--- src/rtl/pll_seq_pkg.sv ---
// pll_seq_pkg: shared definitions for the PLL lock sequencer.
//   state_t          - FSM state encoding, also exported on the debug state port
//   DEF_*            - default sequencer parameters
//   clog2()          - ceiling log2, for sizing the shared timer at instantiation
//   state_outputs()  - per-state values of the registered sequencer outputs
package pll_seq_pkg;

   typedef enum logic [2:0] {
      ST_PWRDN     = 3'd0,
      ST_WAIT_LOCK = 3'd1,
      ST_QUALIFY   = 3'd2,
      ST_RELEASE   = 3'd3,
      ST_RUN       = 3'd4,
      ST_FAIL      = 3'd5
   } state_t;

   localparam int unsigned DEF_PWRDN_CYCLES  = 16;
   localparam int unsigned DEF_LOCK_TIMEOUT  = 65536;
   localparam int unsigned DEF_STABLE_CYCLES = 1024;
   localparam int unsigned DEF_RST_HOLD      = 64;
   localparam int unsigned DEF_MAX_RETRIES   = 7;
   localparam int unsigned DEF_CNT_W         = 17;

   // Number of bits needed to count 0..value-1.
   function automatic int unsigned clog2(input int unsigned value);
      int unsigned v;
      int unsigned n;
      v = (value > 0) ? value - 1 : 0;
      n = 0;
      while (v > 0) begin
         n = n + 1;
         v = v >> 1;
      end
      return n;
   endfunction

   typedef struct packed {
      logic pwrdn_n;
      logic sys_reset;
      logic locked_ok;
      logic fault;
   } seq_out_t;

   // The PLL is powered except in PWRDN and FAIL; the downstream reset is
   // released only in RUN.
   function automatic seq_out_t state_outputs(input state_t s);
      seq_out_t o;
      o.pwrdn_n   = 1'b1;
      o.sys_reset = 1'b1;
      o.locked_ok = 1'b0;
      o.fault     = 1'b0;
      case (s)
         ST_PWRDN: o.pwrdn_n = 1'b0;
         ST_RUN: begin
            o.sys_reset = 1'b0;
            o.locked_ok = 1'b1;
         end
         ST_FAIL: begin
            o.pwrdn_n = 1'b0;
            o.fault   = 1'b1;
         end
         default: ;
      endcase
      return o;
   endfunction

endpackage

--- src/rtl/pll_lock_sequencer_sync.sv ---
// sync_2ff: generic 1-bit double-flop synchronizer.
//   clk   - destination clock
//   reset - synchronous, active-high; both flops load RESET_VAL
//   d     - asynchronous input
//   q     - synchronized output, two clk cycles behind d
module sync_2ff #(
   parameter logic RESET_VAL = 1'b0
) (
   input  logic clk,
   input  logic reset,
   input  logic d,
   output logic q
);

   logic meta;

   always_ff @(posedge clk) begin
      if (reset) begin
         meta <= RESET_VAL;
         q    <= RESET_VAL;
      end else begin
         meta <= d;
         q    <= meta;
      end
   end

endmodule

--- src/rtl/pll_lock_sequencer.sv ---
// pll_lock_sequencer: supervises a fabric PLL from the free-running reference
// clock. Powers the PLL up, qualifies its LOCK, holds the PLL-domain reset
// until lock is stable, retries on lock timeout, relocks after loss of lock
// and raises a fault after a bounded number of retries.
//   clk             - reference clock, free running
//   reset           - synchronous, active-high
//   pll_lock        - PLL LOCK, asynchronous to clk
//   restart         - single-cycle pulse, full restart from PWRDN
//   pll_powerdown_n - to PLL POWERDOWN_N
//   sys_reset       - active-high reset for the PLL-clock domain
//   locked_ok       - high only in RUN
//   fault           - high only in FAIL
//   retry_count     - lock-timeout retries since reset/restart
//   loss_count      - RUN loss-of-lock events since reset, saturating
//   state           - encoded FSM state
//
// state     | meaning
// ----------+-------------------------------------------------------------
// PWRDN     | PLL held in powerdown for PWRDN_CYCLES
// WAIT_LOCK | PLL powered, waiting for lock; retry after LOCK_TIMEOUT
// QUALIFY   | lock must stay high for STABLE_CYCLES contiguous cycles
// RELEASE   | lock qualified; sys_reset held RST_HOLD more cycles
// RUN       | sys_reset released; any lock drop counts a loss and relocks
// FAIL      | retries exhausted; PLL powered down until reset/restart
module pll_lock_sequencer
   import pll_seq_pkg::*;
#(
   parameter int unsigned PWRDN_CYCLES  = DEF_PWRDN_CYCLES,
   parameter int unsigned LOCK_TIMEOUT  = DEF_LOCK_TIMEOUT,
   parameter int unsigned STABLE_CYCLES = DEF_STABLE_CYCLES,
   parameter int unsigned RST_HOLD      = DEF_RST_HOLD,
   parameter int unsigned MAX_RETRIES   = DEF_MAX_RETRIES,
   parameter int unsigned CNT_W         = DEF_CNT_W
) (
   input  logic       clk,
   input  logic       reset,
   input  logic       pll_lock,
   input  logic       restart,
   output logic       pll_powerdown_n,
   output logic       sys_reset,
   output logic       locked_ok,
   output logic       fault,
   output logic [3:0] retry_count,
   output logic [7:0] loss_count,
   output logic [2:0] state
);

   // Terminal counts: the timer starts at 0 on state entry, so a state lasting
   // N cycles expires when the timer reads N-1.
   localparam logic [CNT_W-1:0] PWRDN_LAST  = CNT_W'(PWRDN_CYCLES - 1);
   localparam logic [CNT_W-1:0] TIMEOUT_LAST = CNT_W'(LOCK_TIMEOUT - 1);
   localparam logic [CNT_W-1:0] STABLE_LAST = CNT_W'(STABLE_CYCLES - 1);
   localparam logic [CNT_W-1:0] HOLD_LAST   = CNT_W'(RST_HOLD - 1);
   localparam logic [3:0]       RETRY_MAX   = 4'(MAX_RETRIES);

   logic             lock;
   state_t           cur_state;
   state_t           nxt_state;
   logic [CNT_W-1:0] timer;
   logic             timer_clr;
   logic [3:0]       nxt_retry;
   logic [7:0]       nxt_loss;
   seq_out_t         nxt_out;

   sync_2ff #(
      .RESET_VAL (1'b0)
   ) u_lock_sync (
      .clk   (clk),
      .reset (reset),
      .d     (pll_lock),
      .q     (lock)
   );

   // Priority inside each state: restart, then lock drop, then timer expiry.
   always_comb begin
      nxt_state = cur_state;
      nxt_retry = retry_count;
      nxt_loss  = loss_count;
      timer_clr = 1'b0;
      if (restart) begin
         nxt_state = ST_PWRDN;
         nxt_retry = 4'd0;
         timer_clr = 1'b1;
      end else begin
         case (cur_state)
            ST_PWRDN: begin
               if (timer == PWRDN_LAST) nxt_state = ST_WAIT_LOCK;
            end
            ST_WAIT_LOCK: begin
               if (lock) begin
                  nxt_state = ST_QUALIFY;
               end else if (timer == TIMEOUT_LAST) begin
                  if (retry_count < RETRY_MAX) begin
                     nxt_retry = retry_count + 4'd1;
                     nxt_state = ST_PWRDN;
                  end else begin
                     nxt_state = ST_FAIL;
                  end
               end
            end
            ST_QUALIFY: begin
               if (!lock)                    nxt_state = ST_WAIT_LOCK;
               else if (timer == STABLE_LAST) nxt_state = ST_RELEASE;
            end
            ST_RELEASE: begin
               if (!lock)                  nxt_state = ST_WAIT_LOCK;
               else if (timer == HOLD_LAST) nxt_state = ST_RUN;
            end
            ST_RUN: begin
               // The PLL stays powered; its own relock handles the recovery.
               if (!lock) begin
                  nxt_state = ST_WAIT_LOCK;
                  if (loss_count != 8'hFF) nxt_loss = loss_count + 8'd1;
               end
            end
            ST_FAIL: ;
            default: nxt_state = ST_PWRDN;
         endcase
      end
      if (nxt_state != cur_state) timer_clr = 1'b1;
   end

   assign nxt_out = state_outputs(nxt_state);

   // Outputs are decoded from the next state and registered with it, so
   // nothing reaches a port combinationally from pll_lock.
   always_ff @(posedge clk) begin
      if (reset) begin
         cur_state       <= ST_PWRDN;
         timer           <= '0;
         retry_count     <= 4'd0;
         loss_count      <= 8'd0;
         pll_powerdown_n <= 1'b0;
         sys_reset       <= 1'b1;
         locked_ok       <= 1'b0;
         fault           <= 1'b0;
      end else begin
         cur_state       <= nxt_state;
         timer           <= timer_clr ? '0 : timer + CNT_W'(1);
         retry_count     <= nxt_retry;
         loss_count      <= nxt_loss;
         pll_powerdown_n <= nxt_out.pwrdn_n;
         sys_reset       <= nxt_out.sys_reset;
         locked_ok       <= nxt_out.locked_ok;
         fault           <= nxt_out.fault;
      end
   end

   assign state = cur_state;

endmodule

--- config.mk ---
export PLATFORM = sky130hd
export DESIGN_NAME = pll_lock_sequencer
export DESIGN_NICKNAME = d
export VERILOG_FILES = /design/src/rtl/pll_seq_pkg.sv /design/src/rtl/pll_lock_sequencer_sync.sv /design/src/rtl/pll_lock_sequencer.sv
export SDC_FILE = /design/constraint.sdc
export NUM_CORES = 1
export LEC_CHECK = 0
export ABC_AREA = 1
export CAP_MARGIN = 20
export CORE_MARGIN = 2
export CORE_UTILIZATION = 35
export DETAILED_ROUTE_END_ITERATION = 12
export PLACE_DENSITY = 0.6
export SETUP_SLACK_MARGIN = 0.2
export SYNTH_ARGS = -nofsm -noshare
export SYNTH_HDL_FRONTEND = slang
export SYNTH_SLANG_ARGS = --single-unit
--- constraint.sdc ---
create_clock -name clk -period 2.45 [get_ports clk]
set_input_delay 0.49 -clock clk [delete_from_list [all_inputs] [get_ports clk]]
set_output_delay 0.49 -clock clk [all_outputs]
set_load 0.005 [all_outputs]
# --- Word level (Yosys, flattened, before mapping) ---
# Index checks and enable logic that the tools add are counted.
# W data, S select, Z words.
classes:
  eq_ne: 13
  bitwise: 2
  n_mux: 16
  order_cmp: 1
  addsub: 3
  reduce_logical: 7
ops:
  columns: ["cell", "count"]
  rows:
  - ["$mux W3", 10]
  - ["$pmux W3 S6", 1]
  - ["$add A17 B1 Y17 const B", 1]
  - ["$eq A17 B10 Y1 const B", 1]
  - ["$eq A17 B16 Y1 const B", 1]
  - ["$eq A17 B4 Y1 const B", 1]
  - ["$eq A17 B6 Y1 const B", 1]
  - ["$eq A3 B3 Y1 const B", 4]
  - ["$add A8 B1 Y8 const B", 1]
  - ["$ne A8 B8 Y1 const B", 1]
  - ["$reduce_and A4 Y1", 2]
  - ["$eq A3 B2 Y1 const B", 2]
  - ["$logic_not A3 Y1", 2]
  - ["$reduce_or A2 Y1", 3]
  - ["$add A4 B1 Y4 const B", 1]
  - ["$lt A4 B3 Y1 const B", 1]
  - ["$mux W1", 4]
  - ["$eq A3 B1 Y1 const B", 1]
  - ["$ne A3 B3 Y1", 1]
  - ["$mux W2", 1]
  - ["$not A1 Y1", 2]
totals:
  ff_bits: 38
  word_cells: 52
  output_inout_bits: 19
  inputBits: 4

# --- Depth between registers and ports, before layout ---
depth:
  ltp_word: 9
  ltp_mapped: 20
  ltp_nobuf: 19

# --- Modules after synthesis ---
# Synthesis repeated with hierarchy kept, for this count alone.
unflattened:
  cells_unflattened: 257
  area_unflattened_um2: 1954.4
modules_own_cells:
  columns: ["mod", "cells_each", "instances", "seq_area_each_um2", "area_each_um2"]
  rows:
  - ["pll_lock_sequencer", 251, 1, 720.7, 1899.3]
  - ["sync_2ff", 6, 1, 40.0, 55.1]

# --- Worst setup path after synthesis ---
# No wires, ideal clock.
synth_path:
  kind: "flip-flop to flip-flop"
  start: "register timer[0]"
  end: "register timer[8]"
  slack_ps: -70
  period_less_slack_ps: 2520
  path_stages_with_launch: 21
  t_arrival_ps: 2458
  n_path_buf: 1
  required_ps: 2389
  path_cell_list: "dfxtp_1 -> ha_1 -> nand3_4 -> nor3_4 -> inv_1 -> nor3_1 -> nand3_1 -> nor4_1 -> ha_1 -> or2_1 -> nand3_1 -> nor2_1 -> nor2_2 -> nand2_2 -> nand2_2 -> nand2_2 -> nand3_2 -> nor2_4 -> nand2_4 -> buf_12 -> nor2_4"
synth_via:
  elab_chain_cells: 8
  elab_cells_between_ends: 17
synth_rtl:
  columns: ["element", "line_no", "rtl"]
  rows:
  - ["start: declaration", "pll_lock_sequencer.sv:59", "logic [CNT_W-1:0] timer;"]
  - ["start signal: assignment", "pll_lock_sequencer.sv:139", "timer <= timer_clr ? '0 : timer + CNT_W'(1);"]
  - ["$eq A17 B6 Y1 (tied with other cells)", "pll_lock_sequencer.sv:107", "else if (timer == HOLD_LAST) nxt_state = ST_RUN;"]
  - ["$mux W3, on equally long branches", "pll_lock_sequencer.sv:107, pll_lock_sequencer.sv:92, pll_lock_sequencer.sv:103", null]
  - ["$mux W3, on equally long branches", "pll_lock_sequencer.sv:106, pll_lock_sequencer.sv:90, pll_lock_sequencer.sv:102", null]
  - ["$pmux W3 S6", "pll_lock_sequencer.sv:85", "case (cur_state)"]
  - ["$mux W3", "pll_lock_sequencer.sv:80", "if (restart) begin"]
  - ["$ne A3 B3 Y1", "pll_lock_sequencer.sv:120", "if (nxt_state != cur_state) timer_clr = 1'b1;"]
  - ["$mux W1", "pll_lock_sequencer.sv:120", null]
  - ["$reduce_or A2 Y1 (no source line)", null, null]
# Parallel ways exist; a longest one is shown, timed or not.
# A chain may end at the register's enable or synchronous reset.

# --- Final worst setup path ---
layout_path:
  start: "register timer[0]"
  end: "register timer[15]"
# The elaborated chain is that of the path after synthesis.

==> impl_metrics.prom <==
# TYPE chip_impl_metric gauge
chip_impl_info{name="ys_dominant_reg_cell",value="sky130_fd_sc_hd__dfxtp_1"} 1
chip_impl_metric{name="detail_route.iter0.violations",unit=""} 77
chip_impl_metric{name="synth_cells",unit=""} 257
chip_impl_metric{name="switching_share",unit="%"} 21.8
chip_impl_metric{name="routabilityCongestion",unit=""} 0.818
chip_impl_metric{name="antenna_cells_inserted",unit=""} 0
chip_impl_metric{name="synthesis.area",unit="um2"} 1990
chip_impl_metric{name="io_buffer_count",unit=""} 22
chip_impl_metric{name="total_power",unit="W"} 0.00110
chip_impl_metric{name="worst_slack",unit="ns"} -0.0887
chip_impl_info{name="cts.root.buffer_cell",value="sky130_fd_sc_hd__clkbuf_8"} 1
chip_impl_info{name="timing.critical_path.from_type",value="register"} 1
chip_impl_info{name="violations",value="negative setup slack"} 1
chip_impl_metric{name="grt_antenna_before_repair",unit=""} 0
chip_impl_metric{name="grt_pass1_vias",unit=""} 1550
chip_impl_metric{name="drt-wirelength-per-cell",unit="um"} 10.5
chip_impl_metric{name="clock_tree.htree_level_count",unit=""} 2
chip_impl_metric{name="synth-warning-count",unit=""} 0
chip_impl_metric{name="design.portCount",unit=""} 23
chip_impl_metric{name="area_delta_synth_final",unit="%"} 32.9
chip_impl_metric{name="hpwl",unit="um"} 2860
chip_impl_metric{name="clk_path_buf_depth",unit=""} 2
chip_impl_metric{name="worst-endpoint-required",unit="ns"} 2.67
chip_impl_metric{name="placedCellCount",unit=""} 366
chip_impl_metric{name="rows",unit=""} 27
chip_impl_metric{name="final_net_count",unit=""} 316
chip_impl_metric{name="postLayoutCoreUtil",unit="%"} 48.0
chip_impl_metric{name="synth_async_sr_flop_share",unit="%"} 0
chip_impl_metric{name="max_freq",unit="MHz"} 394
chip_impl_metric{name="rrSetupSlack",unit="ns"} -0.09
chip_impl_metric{name="setup_viol",unit=""} 19
chip_impl_metric{name="die-area",unit="um2"} 6300
chip_impl_metric{name="grt_max_degree",unit=""} 18
chip_impl_metric{name="p_int",unit="W"} 0.000864
chip_impl_metric{name="postSynthAreaPerCell",unit="um2"} 7.74
chip_impl_metric{name="maxSlewHeadroom",unit="%"} 77.3
chip_impl_metric{name="synthesized_area_fraction_occupied_by_ao_oa_aoi_and_oai_cells",unit="%"} 4.03
chip_impl_metric{name="synthXorXnorAreaFrac",unit="%"} 6.17
chip_impl_metric{name="maxSlewViolCount",unit=""} 0
chip_impl_info{name="tritoncts_clock_tree",value="built"} 1
chip_impl_metric{name="clock_latency",unit="ns"} 0.29
chip_impl_metric{name="synthesis.nets",unit=""} 265
chip_impl_metric{name="clock_power_share",unit="%"} 39.6
chip_impl_info{name="status",value="finished with violations"} 1
chip_impl_metric{name="drtAntennaViolNets",unit=""} 0
chip_impl_metric{name="synth.yosys.seq_area_share",unit="%"} 38.3
chip_impl_info{name="worstSetupEndpointType",value="register"} 1
chip_impl_metric{name="detail_route.vias_per_cell",unit=""} 4.45
chip_impl_metric{name="starting_utilization_of_the_core_area",unit="%"} 36.1
chip_impl_info{name="worstSetupPathType",value="reg -> reg"} 1
chip_impl_metric{name="report.final.hold_viol_count",unit=""} 0
chip_impl_info{name="layout_commonest_cell",value="sky130_fd_sc_hd__inv_1"} 1
chip_impl_metric{name="maxCapViolations",unit=""} 0
chip_impl_metric{name="finish.cell_count_without_fillers",unit=""} 381
chip_impl_metric{name="floorplan.core_area",unit="um2"} 5510
chip_impl_metric{name="pwr-share-seq",unit="%"} 56.5
chip_impl_info{name="dominant_combinational_cell_family_by_area_after_synthesis",value="simple AND/OR/NAND/NOR gates"} 1
chip_impl_metric{name="layout_worst_path_cycle_share",unit="%"} 104
chip_impl_metric{name="drc_errors",unit=""} 0
chip_impl_metric{name="dpl-instance-area",unit="um2"} 2420
chip_impl_metric{name="stdcell_area",unit="um2"} 2640
chip_impl_metric{name="finalClockSkew",unit="ns"} 0.00834
chip_impl_metric{name="combPwrFrac",unit="%"} 4.0
chip_impl_metric{name="worst-path-max-fanout",unit=""} 8
chip_impl_metric{name="drt_pre_antenna_iters",unit=""} 4
chip_impl_info{name="most-common-layout-cells",value="41 x sky130_fd_sc_hd__inv_1, 36 x sky130_fd_sc_hd__dfxtp_1, 32 x sky130_fd_sc_hd__nor2_1"} 1
chip_impl_metric{name="synth_simple_gate_area_share",unit="%"} 39.3
chip_impl_metric{name="drive_gt1_share",unit="%"} 27.5
chip_impl_metric{name="detailroute.via_count",unit=""} 1695
chip_impl_metric{name="clkSinkCount",unit=""} 38
chip_impl_metric{name="globalRouteOverflowTotal",unit=""} 0
chip_impl_metric{name="worstPathArrival",unit="ns"} 2.76
chip_impl_info{name="hold_path.class",value="reg -> reg"} 1
chip_impl_metric{name="p_switching",unit="W"} 0.000240
chip_impl_metric{name="post_synth_mux_area_share",unit="%"} 0
chip_impl_metric{name="synth-edff-count",unit=""} 0
chip_impl_metric{name="grt_first_pass_wirelength",unit="um"} 6770
chip_impl_metric{name="cts_hold_buffers",unit=""} 0
chip_impl_metric{name="die_width",unit="um"} 79.4
chip_impl_metric{name="grt_use_total",unit="%"} 14.0
chip_impl_metric{name="clk_pin_slew_worst_paths",unit="ns"} 0.07
chip_impl_metric{name="drt_wl_total",unit="um"} 4000
chip_impl_metric{name="floorplan.die.height",unit="um"} 79.4
chip_impl_metric{name="postSynthRegisterBits",unit=""} 38
chip_impl_metric{name="power.ir.vdd_worst",unit="mV"} 0.189
chip_impl_info{name="grt_setup_unrepaired",value="true"} 1
chip_impl_metric{name="tightestPinTransition",unit="ns"} 0.337
chip_impl_metric{name="count_of_cell_types_in_the_netlist",unit=""} 28
chip_impl_metric{name="power.leakage",unit="nW"} 1.02
chip_impl_metric{name="synth-adder-area-share",unit="%"} 2.52
chip_impl_metric{name="numCtsBuffers",unit=""} 5
chip_impl_metric{name="period_minus_slack",unit="ns"} 2.54
chip_impl_metric{name="power_per_cell_area",unit="nW/um2"} 418
-- synthesized netlist by cell type, types with 3 or more instances --
library cell	instances	share of area [%]
sky130_fd_sc_hd__a21oi_1	9	2.3
sky130_fd_sc_hd__dfxtp_1	38	38
sky130_fd_sc_hd__ha_1	4	2.5
sky130_fd_sc_hd__inv_1	42	7.9
sky130_fd_sc_hd__inv_2	3	0.57
sky130_fd_sc_hd__nand2_1	28	5.3
sky130_fd_sc_hd__nand2_2	7	2.2
sky130_fd_sc_hd__nand3_1	24	6.0
sky130_fd_sc_hd__nand3_2	3	1.5
sky130_fd_sc_hd__nand4_1	4	1.3
sky130_fd_sc_hd__nor2_1	34	6.4
sky130_fd_sc_hd__nor2_2	8	2.5
sky130_fd_sc_hd__nor2_4	13	7.4
sky130_fd_sc_hd__nor3_1	7	1.8
sky130_fd_sc_hd__nor3b_1	3	1.1
sky130_fd_sc_hd__o21ai_0	6	1.5
sky130_fd_sc_hd__xnor2_1	4	1.8
sky130_fd_sc_hd__xor2_1	10	4.4
-- flip-flops by register name, summed over array words and instances (netlist names) --
name	cells
fault	1
pll_powerdown_n	1
locked_ok	1
state	3
u_lock_sync.meta	1
timer	17
u_lock_sync.q	1
sys_reset	1
retry_count	4
loss_count	8
-- power by group through the flow --
| stage | clock (W) | combinational, W | sequential (W) |
|---|---|---|---|
| floorplan | 0 | 0.0000266 | 0.000637 |
| global placement | 0 | 0.0000365 | 0.000638 |
| detailed placement | 0 | 0.0000371 | 0.000638 |
| CTS | 0.000460 | 0.0000390 | 0.000623 |
| global route | 0.000492 | 0.0000483 | 0.000624 |
| finish | 0.000437 | 0.0000437 | 0.000623 |
-- worst paths after layout --
| path | start | depth (start not counted) | end |
|---|---|---|---|
| max | timer[0] | 19 | timer[15] |
| max reg2reg | timer[0] | 19 | timer[15] |
| min reg2reg | u_lock_sync.meta | 2 | u_lock_sync.q |
| min | u_lock_sync.meta | 2 | u_lock_sync.q |
-- cell families after synthesis --
logic type | Yosys count
simple gates | 138
buf+inv | 47
flops | 38
compound gates | 16
xor+xnor | 14
fa+ha+maj | 4
-- critical path, cell delays in order, from the launching register on --
cell and delay [ns]:
sky130_fd_sc_hd__dfxtp_2 0.35, sky130_fd_sc_hd__ha_4 0.15, sky130_fd_sc_hd__nand3_4 0.07, sky130_fd_sc_hd__nor3_4 0.14, sky130_fd_sc_hd__inv_2 0.05, sky130_fd_sc_hd__nor3_2 0.09
sky130_fd_sc_hd__nand3_1 0.12, sky130_fd_sc_hd__nor4_2 0.16, sky130_fd_sc_hd__ha_2 0.23, sky130_fd_sc_hd__or2_1 0.11, sky130_fd_sc_hd__nand3_2 0.07, sky130_fd_sc_hd__nor2_2 0.10
sky130_fd_sc_hd__nor2_2 0.04, sky130_fd_sc_hd__nand2_2 0.08, sky130_fd_sc_hd__nand2_2 0.06, sky130_fd_sc_hd__nand2_2 0.06, sky130_fd_sc_hd__nand3_2 0.09, sky130_fd_sc_hd__nor2_4 0.24
sky130_fd_sc_hd__nand2_8 0.16, sky130_fd_sc_hd__nor2_4 0.10
-- stage by stage --
step	hold slack [ns]	setup slack [ns]	TNS (ns)
floorplan	0.388	-0.0250	-0.248
global placement	0.403	-0.150	-2.12
detailed placement	0.408	-0.228	-3.17
CTS	0.419	-0.120	-1.56
global route	0.440	-0.338	-6.08
finish	0.414	-0.0887	-1.22
-- layer usage --
layer  wire [um]  up-vias  track usage, %
met5           0        -               0
met2        1950       24            22.7
met3         117        4            3.73
met1        1860      762            16.7
met4          76        0            7.93
li1            -      905               -
-- timing repair --
action,CTS,global route
endpoints found under the setup margin,24,27
cloned,0,1
pin swaps,5,1
buffers inserted,2,4
resized for setup,12,4
endpoints found under the hold margin,0,0
-- area by class of cell --
cell class | count | area (um2)
Fill cell | 545 | 2860
Multi-Input combinational cell | 173 | 1130
Sequential cell | 38 | 763
Timing Repair Buffer | 45 | 397
Inverter | 45 | 169
Tap cell | 72 | 90.1
Clock buffer | 7 | 86.3
Clock inverter | 1 | 5.00
Power figures use the tool's default switching activity.
